===== src/rtl/cpu_bus_pkg.sv =====
// Shared types, default address map and region-table helpers for the CPU bus decoder.
// Region tables are packed {start,end} pairs with slave 0 in the MSBs, bounds inclusive.
package cpu_bus_pkg;

  typedef enum logic [1:0] {IDLE, ACCESS, ERROR, RESP} state_t;

  typedef enum logic [3:0] {
    SLV_RAM,
    SLV_VERSION,
    SLV_IO,
    SLV_UART,
    SLV_NUM_ENTRIES
  } slave_idx_t;

  localparam int DEF_ADDR_W     = 16;
  localparam int DEF_NUM_SLAVES = int'(SLV_NUM_ENTRIES);
  // Widest table the helpers accept: 16 slaves x 2 bounds x 32-bit addresses.
  localparam int MAP_MAX_BITS   = 1024;

  localparam logic [DEF_NUM_SLAVES*2*DEF_ADDR_W-1:0] DEFAULT_REGION_MAP = {
    16'h0000, 16'h2800,
    16'h8000, 16'h80FC,
    16'h9000, 16'h900C,
    16'h9100, 16'h9110
  };

  localparam logic [31:0] DEFAULT_ERR_DATA = 32'hDEAD_BEEF;

  function automatic logic [63:0] pack_region(input logic [31:0] start_addr,
                                              input logic [31:0] end_addr,
                                              input int addr_w);
    logic [63:0] mask;
    mask = (64'h1 << addr_w) - 64'h1;
    return ((64'(start_addr) & mask) << addr_w) | (64'(end_addr) & mask);
  endfunction

  function automatic logic [31:0] region_bound(input logic [MAP_MAX_BITS-1:0] map,
                                               input int num_slaves,
                                               input int idx,
                                               input int addr_w,
                                               input bit want_start);
    int                      lsb;
    logic [MAP_MAX_BITS-1:0] shifted;
    logic [31:0]             mask;
    lsb     = (num_slaves - 1 - idx) * 2 * addr_w + (want_start ? addr_w : 0);
    shifted = map >> lsb;
    mask    = (addr_w >= 32) ? 32'hFFFF_FFFF : ((32'h1 << addr_w) - 32'h1);
    return shifted[31:0] & mask;
  endfunction

  function automatic logic [31:0] region_start(input logic [MAP_MAX_BITS-1:0] map,
                                               input int num_slaves, input int idx,
                                               input int addr_w);
    return region_bound(map, num_slaves, idx, addr_w, 1'b1);
  endfunction

  function automatic logic [31:0] region_end(input logic [MAP_MAX_BITS-1:0] map,
                                             input int num_slaves, input int idx,
                                             input int addr_w);
    return region_bound(map, num_slaves, idx, addr_w, 1'b0);
  endfunction

endpackage


===== src/rtl/cpu_bus_region_match.sv =====
// Combinational address decode: one-hot region select (lowest index wins on overlap),
// hit flag and the address offset from the start of the selected region.
module cpu_bus_region_match
  import cpu_bus_pkg::*;
#(
  parameter int                              ADDR_W     = DEF_ADDR_W,
  parameter int                              NUM_SLAVES = DEF_NUM_SLAVES,
  parameter logic [NUM_SLAVES*2*ADDR_W-1:0]  REGION_MAP = DEFAULT_REGION_MAP
) (
  input  logic [ADDR_W-1:0]     addr,
  output logic [NUM_SLAVES-1:0] sel,
  output logic                  hit,
  output logic [ADDR_W-1:0]     offset
);

  logic [NUM_SLAVES-1:0] in_range;
  logic [ADDR_W-1:0]     offset_term [NUM_SLAVES];

  for (genvar gi = 0; gi < NUM_SLAVES; gi++) begin : g_region
    localparam logic [ADDR_W-1:0] START =
      ADDR_W'(region_start(MAP_MAX_BITS'(REGION_MAP), NUM_SLAVES, gi, ADDR_W));
    localparam logic [ADDR_W-1:0] SPAN =
      ADDR_W'(region_end(MAP_MAX_BITS'(REGION_MAP), NUM_SLAVES, gi, ADDR_W)) - START;

    logic [ADDR_W-1:0] rel;

    // start <= addr <= end folds into one unsigned compare of the wrapped offset.
    assign rel          = addr - START;
    assign in_range[gi] = (rel <= SPAN);

    if (gi == 0) begin : g_first
      assign sel[gi] = in_range[gi];
    end else begin : g_rest
      assign sel[gi] = in_range[gi] & ~(|in_range[gi-1:0]);
    end

    assign offset_term[gi] = sel[gi] ? rel : '0;
  end

  always_comb begin
    offset = '0;
    for (int i = 0; i < NUM_SLAVES; i++) begin
      offset = offset | offset_term[i];
    end
  end

  assign hit = |sel;

endmodule


===== src/rtl/cpu_bus_decoder.sv =====
// CPU-bus address decoder with registered slave request, ack wait/timeout and read return.
// Define CPU_BUS_ERR_CAPTURE_EN to add the error address/type/count capture registers.
module cpu_bus_decoder
  import cpu_bus_pkg::*;
#(
  parameter int                             ADDR_W         = DEF_ADDR_W,
  parameter int                             DATA_W         = 32,
  parameter int                             NUM_SLAVES     = DEF_NUM_SLAVES,
  parameter logic [NUM_SLAVES*2*ADDR_W-1:0] REGION_MAP     = DEFAULT_REGION_MAP,
  parameter int                             TIMEOUT_CYCLES = 64,
  parameter logic [DATA_W-1:0]              ERR_DATA       = DATA_W'(DEFAULT_ERR_DATA),
  parameter bit                             LOCAL_ADDR     = 1'b0
) (
  input  logic                         clk_i,
  input  logic                         reset_n_i,
  input  logic                         cpu_req_i,
  input  logic                         cpu_we_i,
  input  logic [ADDR_W-1:0]            cpu_addr_i,
  input  logic [DATA_W-1:0]            cpu_wdata_i,
  output logic                         cpu_busy_o,
  output logic                         cpu_ack_o,
  output logic                         cpu_err_o,
  output logic [DATA_W-1:0]            cpu_rdata_o,
  output logic [NUM_SLAVES-1:0]        slv_sel_o,
  output logic                         slv_we_o,
  output logic [ADDR_W-1:0]            slv_addr_o,
  output logic [DATA_W-1:0]            slv_wdata_o,
`ifdef CPU_BUS_ERR_CAPTURE_EN
  input  logic                         err_clr_i,
  output logic [ADDR_W-1:0]            err_addr_o,
  output logic                         err_type_o,
  output logic [7:0]                   err_count_o,
`endif
  input  logic [NUM_SLAVES-1:0]        slv_ack_i,
  input  logic [NUM_SLAVES*DATA_W-1:0] slv_rdata_i
);

  localparam int CNT_W = (TIMEOUT_CYCLES > 0) ? $clog2(TIMEOUT_CYCLES + 1) : 1;
  localparam logic [CNT_W-1:0] CNT_LAST = (TIMEOUT_CYCLES > 0) ? CNT_W'(TIMEOUT_CYCLES - 1) : '0;
  localparam logic [CNT_W-1:0] CNT_MAX  = '1;

  state_t                  state_reg, state_next;
  logic [NUM_SLAVES-1:0]   sel_reg;
  logic                    we_reg;
  logic [ADDR_W-1:0]       addr_reg;
  logic [DATA_W-1:0]       wdata_reg;
  logic [DATA_W-1:0]       rdata_reg;
  logic                    err_reg;
  logic [CNT_W-1:0]        cnt_reg;

  logic [NUM_SLAVES-1:0]   match_sel;
  logic                    match_hit;
  logic [ADDR_W-1:0]       match_offset;
  logic                    accept;
  logic                    ack_sel;
  logic                    timeout_hit;
  logic [DATA_W-1:0]       rdata_mux;
  logic [DATA_W-1:0]       rdata_term [NUM_SLAVES];

  cpu_bus_region_match #(
    .ADDR_W     (ADDR_W),
    .NUM_SLAVES (NUM_SLAVES),
    .REGION_MAP (REGION_MAP)
  ) u_region_match (
    .addr   (cpu_addr_i),
    .sel    (match_sel),
    .hit    (match_hit),
    .offset (match_offset)
  );

  for (genvar gi = 0; gi < NUM_SLAVES; gi++) begin : g_rdata
    assign rdata_term[gi] = sel_reg[gi] ? slv_rdata_i[gi*DATA_W +: DATA_W] : '0;
  end

  always_comb begin
    rdata_mux = '0;
    for (int i = 0; i < NUM_SLAVES; i++) begin
      rdata_mux = rdata_mux | rdata_term[i];
    end
  end

  assign accept      = (state_reg == IDLE) && cpu_req_i;
  assign ack_sel     = |(slv_ack_i & sel_reg);
  assign timeout_hit = (TIMEOUT_CYCLES > 0) && (cnt_reg == CNT_LAST);

  always_comb begin
    state_next = state_reg;
    unique case (state_reg)
      IDLE:    if (cpu_req_i) state_next = match_hit ? ACCESS : ERROR;
      ACCESS:  if (ack_sel || timeout_hit) state_next = RESP;
      ERROR:   state_next = RESP;
      RESP:    state_next = IDLE;
      default: state_next = IDLE;
    endcase
  end

  always_ff @(posedge clk_i or negedge reset_n_i) begin
    if (!reset_n_i) begin
      state_reg <= IDLE;
      sel_reg   <= '0;
      we_reg    <= 1'b0;
      addr_reg  <= '0;
      wdata_reg <= '0;
      rdata_reg <= '0;
      err_reg   <= 1'b0;
      cnt_reg   <= '0;
    end else begin
      state_reg <= state_next;
      if (accept) begin
        sel_reg   <= match_sel;
        we_reg    <= cpu_we_i;
        addr_reg  <= LOCAL_ADDR ? match_offset : cpu_addr_i;
        wdata_reg <= cpu_wdata_i;
        cnt_reg   <= '0;
      end
      if (state_reg == ACCESS) begin
        if (cnt_reg != CNT_MAX) cnt_reg <= cnt_reg + 1'b1;
        // A selected ack wins over a timeout expiring in the same cycle.
        if (ack_sel) begin
          rdata_reg <= we_reg ? '0 : rdata_mux;
          err_reg   <= 1'b0;
        end else if (timeout_hit) begin
          rdata_reg <= ERR_DATA;
          err_reg   <= 1'b1;
        end
      end
      if (state_reg == ERROR) begin
        rdata_reg <= ERR_DATA;
        err_reg   <= 1'b1;
      end
    end
  end

  assign cpu_busy_o  = (state_reg != IDLE);
  assign cpu_ack_o   = (state_reg == RESP);
  assign cpu_err_o   = (state_reg == RESP) && err_reg;
  assign cpu_rdata_o = rdata_reg;
  assign slv_sel_o   = (state_reg == ACCESS) ? sel_reg : '0;
  assign slv_we_o    = we_reg;
  assign slv_addr_o  = addr_reg;
  assign slv_wdata_o = wdata_reg;

`ifdef CPU_BUS_ERR_CAPTURE_EN
  logic [ADDR_W-1:0] req_addr_reg;
  logic [ADDR_W-1:0] err_addr_reg;
  logic              err_type_reg;
  logic [7:0]        err_count_reg;

  // A held select at an errored response can only mean the slave timed out.
  always_ff @(posedge clk_i or negedge reset_n_i) begin
    if (!reset_n_i) begin
      req_addr_reg  <= '0;
      err_addr_reg  <= '0;
      err_type_reg  <= 1'b0;
      err_count_reg <= '0;
    end else begin
      if (accept) req_addr_reg <= cpu_addr_i;
      if (err_clr_i) begin
        err_addr_reg  <= '0;
        err_type_reg  <= 1'b0;
        err_count_reg <= '0;
      end else if (cpu_err_o) begin
        err_addr_reg <= req_addr_reg;
        err_type_reg <= |sel_reg;
        if (err_count_reg != 8'hFF) err_count_reg <= err_count_reg + 8'd1;
      end
    end
  end

  assign err_addr_o  = err_addr_reg;
  assign err_type_o  = err_type_reg;
  assign err_count_o = err_count_reg;
`endif

endmodule


===== config.mk =====
export PLATFORM = sky130hd
export DESIGN_NAME = cpu_bus_decoder
export DESIGN_NICKNAME = d
export VERILOG_FILES = /design/src/rtl/cpu_bus_pkg.sv /design/src/rtl/cpu_bus_region_match.sv /design/src/rtl/cpu_bus_decoder.sv
export SDC_FILE = /design/constraint.sdc
export NUM_CORES = 1
export LEC_CHECK = 0
export ABC_CLOCK_PERIOD_IN_PS = 2650
export BUFFER_PORTS_ARGS = -buffer_cell sky130_fd_sc_hd__buf_2
export CAP_MARGIN = 10
export CELL_PAD_IN_SITES_DETAIL_PLACEMENT = 0
export CELL_PAD_IN_SITES_GLOBAL_PLACEMENT = 1
export CORE_AREA = 2 2 123 125
export DETAILED_ROUTE_END_ITERATION = 16
export DIE_AREA = 0 0 125 127
export GPL_ROUTABILITY_DRIVEN = 0
export PLACE_DENSITY = 0.89
export SLEW_MARGIN = 0
export SYNTH_ARGS = -nofsm -noshare
export SYNTH_HDL_FRONTEND = slang
export SYNTH_SLANG_ARGS = --single-unit

===== constraint.sdc =====
create_clock -name clk_i -period 2.65 [get_ports clk_i]
set_clock_uncertainty 0.15 [all_clocks]
set_input_delay 0.265 -clock clk_i [delete_from_list [all_inputs] [get_ports clk_i]]
set_output_delay 0.265 -clock clk_i [all_outputs]
set_load 0.02 [all_outputs]

Word level (Yosys, flattened, before mapping)
Index checks and enable logic that the tools add are counted.
- reduce and logical (&&, ||, !) cells: 13
- add/subtract/negate cells: 4
- equality and inequality tests: 7
- $lt $le $gt $ge: 4
- bitwise gates (word level): 10
- multiplexer cells: 21
- operators by type and width (operator ; count):
    two-way mux 32 bit ; 9
    bitwise OR 32 bit ; 3
    subtractor 16 bit (second input constant) ; 3
    two-way mux 7 bit ; 3
    less-or-equal comparator 16 x 14 -> 1 bit (second input constant) ; 1
    less-or-equal comparator 16 x 4 -> 1 bit (second input constant) ; 1
    less-or-equal comparator 16 x 5 -> 1 bit (second input constant) ; 1
    less-or-equal comparator 16 x 8 -> 1 bit (second input constant) ; 1
    one-hot mux 2 bit (4 select lines) ; 1
    OR reduction 4 bit ; 2
    adder 7 x 1 -> 7 bit (second input constant) ; 1
    equality test 7 x 6 -> 1 bit (second input constant) ; 1
    inequality test 7 bit (second input constant) ; 1
    two-way mux 2 bit ; 3
    bitwise AND 4 bit ; 1
    equality test 2 bit (second input constant) ; 2
    two-way mux 1 bit ; 4
    two-way mux 4 bit ; 1
    inequality test 2 bit (second input constant) ; 2
    AND reduction 2 bit ; 2
    nonzero test 2 bit ; 2
    bitwise AND 1 bit ; 3
    inverter 1 bit ; 3
    nonzero test 3 bit ; 1
    other kinds (6) ; 7
- bits of input ports: 184
- logic and storage cells: 67
- bits in registers: 95

Depth between registers and ports, before layout
- word-level depth: 9
- depth in mapped cells: 8
- depth with buffers taken out: 6

Hierarchy
Synthesis repeated with hierarchy kept, for this count alone.
- cell total of the unflattened synthesis: 449
- area, all modules: 5036.1 um^2
- by module, submodules not included (module ; seq. area each (um^2) ; times used ; area each (um^2) ; cells an instance):
    cpu_bus_decoder ; 2377.3 ; 1 ; 4476.8 ; 369
    cpu_bus_region_match ; 0.0 ; 1 ; 559.3 ; 80

Least setup slack after synthesis
No wires, ideal clock.
- path type: reg-to-reg
- start: register state_reg[1]
- end: register rdata_reg[14] (netlist: cpu_rdata_o[14])
- period minus slack after synthesis: 1.935 ns
- data required time: 2.422 ns
- path slack: 0.715 ns
- arrival time: 1.707 ns
- cell stages (with the launch flop): 8
- cell sequence: dfrtp_1 inv_1 ha_1 or3b_1 buf_2 or2_1 buf_2 o2bb2ai_1
- longest elaborated chain between the ends: 3
- RTL lines (what ; RTL line ; RTL):
    from (decl) ; cpu_bus_decoder.sv:42 ; state_t state_reg, state_next;
    from (signal assigned) ; cpu_bus_decoder.sv:108 ; state_reg <= state_next;
    equality test 2 bit / equality test 2 x 1 -> 1 bit (equally long branches) ; cpu_bus_decoder.sv:127, cpu_bus_decoder.sv:116 ;
    nonzero test 3 bit (no line) / nonzero test 2 bit (equally long branches) ; - ;
    AND reduction 2 bit (no line) ; - ;
    to (signal assigned) ; cpu_bus_decoder.sv:120 ; rdata_reg <= we_reg ? '0 : rdata_mux;
    to (decl) ; cpu_bus_decoder.sv:47 ; logic [DATA_W-1:0] rdata_reg;
Several ways; a longest one is shown, not always the timed one.
A chain may end at the register's enable or synchronous reset.

Final worst setup path
- start: register state_reg[1]
- end: output slv_sel_o[0]
- longest elaborated chain between the ends: 2
- RTL lines (what ; RTL line ; RTL):
    equality test 2 x 1 -> 1 bit ; cpu_bus_decoder.sv:138 ; assign slv_sel_o = (state_reg == ACCESS) ? sel_reg : '0;
    two-way mux 4 bit ; cpu_bus_decoder.sv:138 ;
    to (decl) ; cpu_bus_decoder.sv:24 ; output logic [NUM_SLAVES-1:0] slv_sel_o,
Every way passes these cells.

==> flow_summary.toml <==
[logic_synthesis]
yosysTopAreaCell = "dfrtp_1"
synth_area_per_cell_sq_um = 11.69
yosysMostFrequentCell = "dfrtp_1"
yosysSeqAreaShare = 0.5213
postSynthNetCount = 580
synth_warnings = 0
async_reset_ff_frac = 1.000
synth_top_area_frac = 0.5213
synthTopCellsByArea = "dfrtp_1 (52%), mux2_2 (12%), a22oi_1 (7.9%), o22a_1 (4.6%), a21oi_1 (2.9%)"
synthFlopType = "dfrtp_1"
syn_area_sq_mm = 0.004561
synth_enable_flop_cells = 0
ys_ff_latch = 95
ys_types = 42
syn_inst = 390
yosys-top-cells-count = "dfrtp_1 (95), a22oi_1 (48), mux2_2 (48)"

[sta]
min_period_over_period = 0.7823
max_freq_mhz = 482.4
slew_headroom = 0.3577
hold_viol_final = 0
finalSetupTns_ns = 0
slew_viol_final = 0
final-setup-viol-count = 0
hold_slack_ns = 0.01404
finalWorstSetupSlack_ns = 0.5770
worst_slew_pin_slew_ns = 0.9635
rsz0062_at_grt = "false"
finalCriticalPeriod_ns = 2.073

[clock_tree]
cts_tree = "yes"
cts_root_buf = "clkbuf_16"
clock_sinks = 95
htreeDepth = 3
clk_pin_slew_worst_paths_ns = 0.07
cts_buffers = 9
clock_latency_ns = 0.34
post_cts.repair.setup_buffers = 0
cts_buffer_depth = 2

[grt]
grt_pass1_wl_mm = 22.78
grt_pass1_vias = 4514
grt_start_max_net_pins = 58
track_usage = 0.1777
grt_overflow_total = 0
antenna_found_initial = 0

[floorplan]
die_area_sq_mm = 0.01588
die_h_microns = 127
core_sq_mm = 0.01442
die-width_microns = 125
rows = 44
start_util = 0.3162
io_pins = 272

[critical_path]
path_max_fanout = 11
start_kind = "register"
reg2reg_depth = 7
end_kind = "output pin"
crit_arrival_ns = 1.66
rrSetupSlack_ns = 0.60
cp.required_ns = 2.24
critical_path_class = "reg -> out"
r2r_start = "cnt_reg[0]"
timing.rr.end = "cpu_rdata_o[12]"

[hold_path]
worstHoldStart = "cpu_wdata_i[26]"
min_path_cells = 2
hold_class = "in -> reg"
whs_endpoint = "slv_wdata_o[26]"

[power_and_ir_drop]
p_leak_nw = 3.029
vdd_ir_drop_max_mv = 0.5396
power.density_mw_per_mm2 = 1024

[place]
placed_cells = 821
dp_slack_ns = 0.6135
dp_hpwl_mm = 10.40
io_buffers = 271

[drt]
postRouteAntennaNets = 0
via_count = 4409
viasPerCell = 5.133
drc = 0
drt_iter0_markers = 128
routedWlPerCell_microns = 16.65
routed_wl_mm = 14.31
first_pass_iters = 4

[status]
status = "finished, final reports clean"

[layout]
final_cells = 859
nNetsFinal = 861
finish.utilization = 0.4579
antenna-diode-count = 0
syn_to_final_growth_pct = 44.83
layout-drive-gt1-share = 0.5126

[run]
max-cap-violations = 0
[routing by layer]
| layer | wire length, microns | GRT usage | up-vias |
|---|---|---|---|
| met5 | 0 | 0 | - |
| met4 | 283 | 0.05752 | 0 |
| met3 | 963 | 0.03266 | 17 |
| met2 | 7454 | 0.3354 | 195 |
| met1 | 5603 | 0.2031 | 2130 |
| li1 | - | - | 2067 |
[worst max path at each step]
| stage | startpoint | to | depth (start not counted) | slack [ns] |
|---|---|---|---|---|
| after global placement | cnt_reg[0] | cpu_rdata_o[30] | 7 | 0.68 |
| final | state_reg[1] | slv_sel_o[0] | 4 | 0.58 |
| after CTS | slv_we_o | slv_we_o | 1 | 0.56 |
| after detailed placement | cnt_reg[0] | cpu_rdata_o[12] | 7 | 0.61 |
| after global routing | cnt_reg[0] | cnt_reg[0] | 6 | 0.43 |
| after floorplan | state_reg[1] | cpu_rdata_o[14] | 7 | 0.71 |
[what timing repair did]
item                                   in CTS  in global routing
resized for setup                           0                  0
endpoints found under the hold margin      60                  0
hold buffers                               23                  0
[cell usage in the layout, fill, tap and decap left out, types with 5 or more instances in the layout]
master,instances
buf_2,270
dfrtp_1,95
mux2_2,48
a22oi_1,48
a21oi_1,26
o22a_1,24
dlygate4sd3_1,23
nand2_1,11
o21ai_0,11
o2bb2ai_1,9
clkbuf_16,9
inv_1,8
a22o_1,8
a221oi_1,8
and2_1,7
buf_4,7
ha_1,6
nand3_1,5
[worst max-delay path: stages (launching register included)]
cell     delay [ns]
dfrtp_1        0.41
inv_1          0.12
ha_1           0.37
and2_1         0.24
buf_2          0.18
[area by class of cell]
cell class / instances / area [sq um]
Clock inverter: 5 / 41.29
Clock buffer: 10 / 239.0
Timing Repair Buffer: 302 / 1674
Multi-Input combinational cell: 255 / 2013
Inverter: 8 / 30.03
Tap cell: 184 / 230.2
Sequential cell: 95 / 2377
Fill cell: 1363 / 7819
[kinds of logic after synthesis]
kind of cell / Yosys count / synth area share
DFF: 95 / 0.5213
adders and majority gates: 6 / 0.01646
xor gates and xnor gates: 1 / 0.001921
and+or+nand+nor: 50 / 0.06063
AOI/OAI and AO/OA: 150 / 0.2433
muxes: 48 / 0.1185
buffers and inverters: 40 / 0.03786
[metrics by stage]
| step | power, mW | cell area (sq um) |
|---|---|---|
| 5_1_grt | 7.215 | 6605 |
| 3_5_place_dp | 5.562 | 6095 |
| 2_1_floorplan | 4.438 | 4561 |
| 3_3_place_gp | 5.428 | 6095 |
| 6_report | 6.765 | 6605 |
| 4_1_cts | 6.855 | 6605 |
[power by group]
part,switching [mW],total (mW),internal (mW)
Sequential,0.404,2.46,2.06
Clock,0.560,1.22,0.665
Combinational,1.77,3.08,1.31
Power figures use the tool's default switching activity.
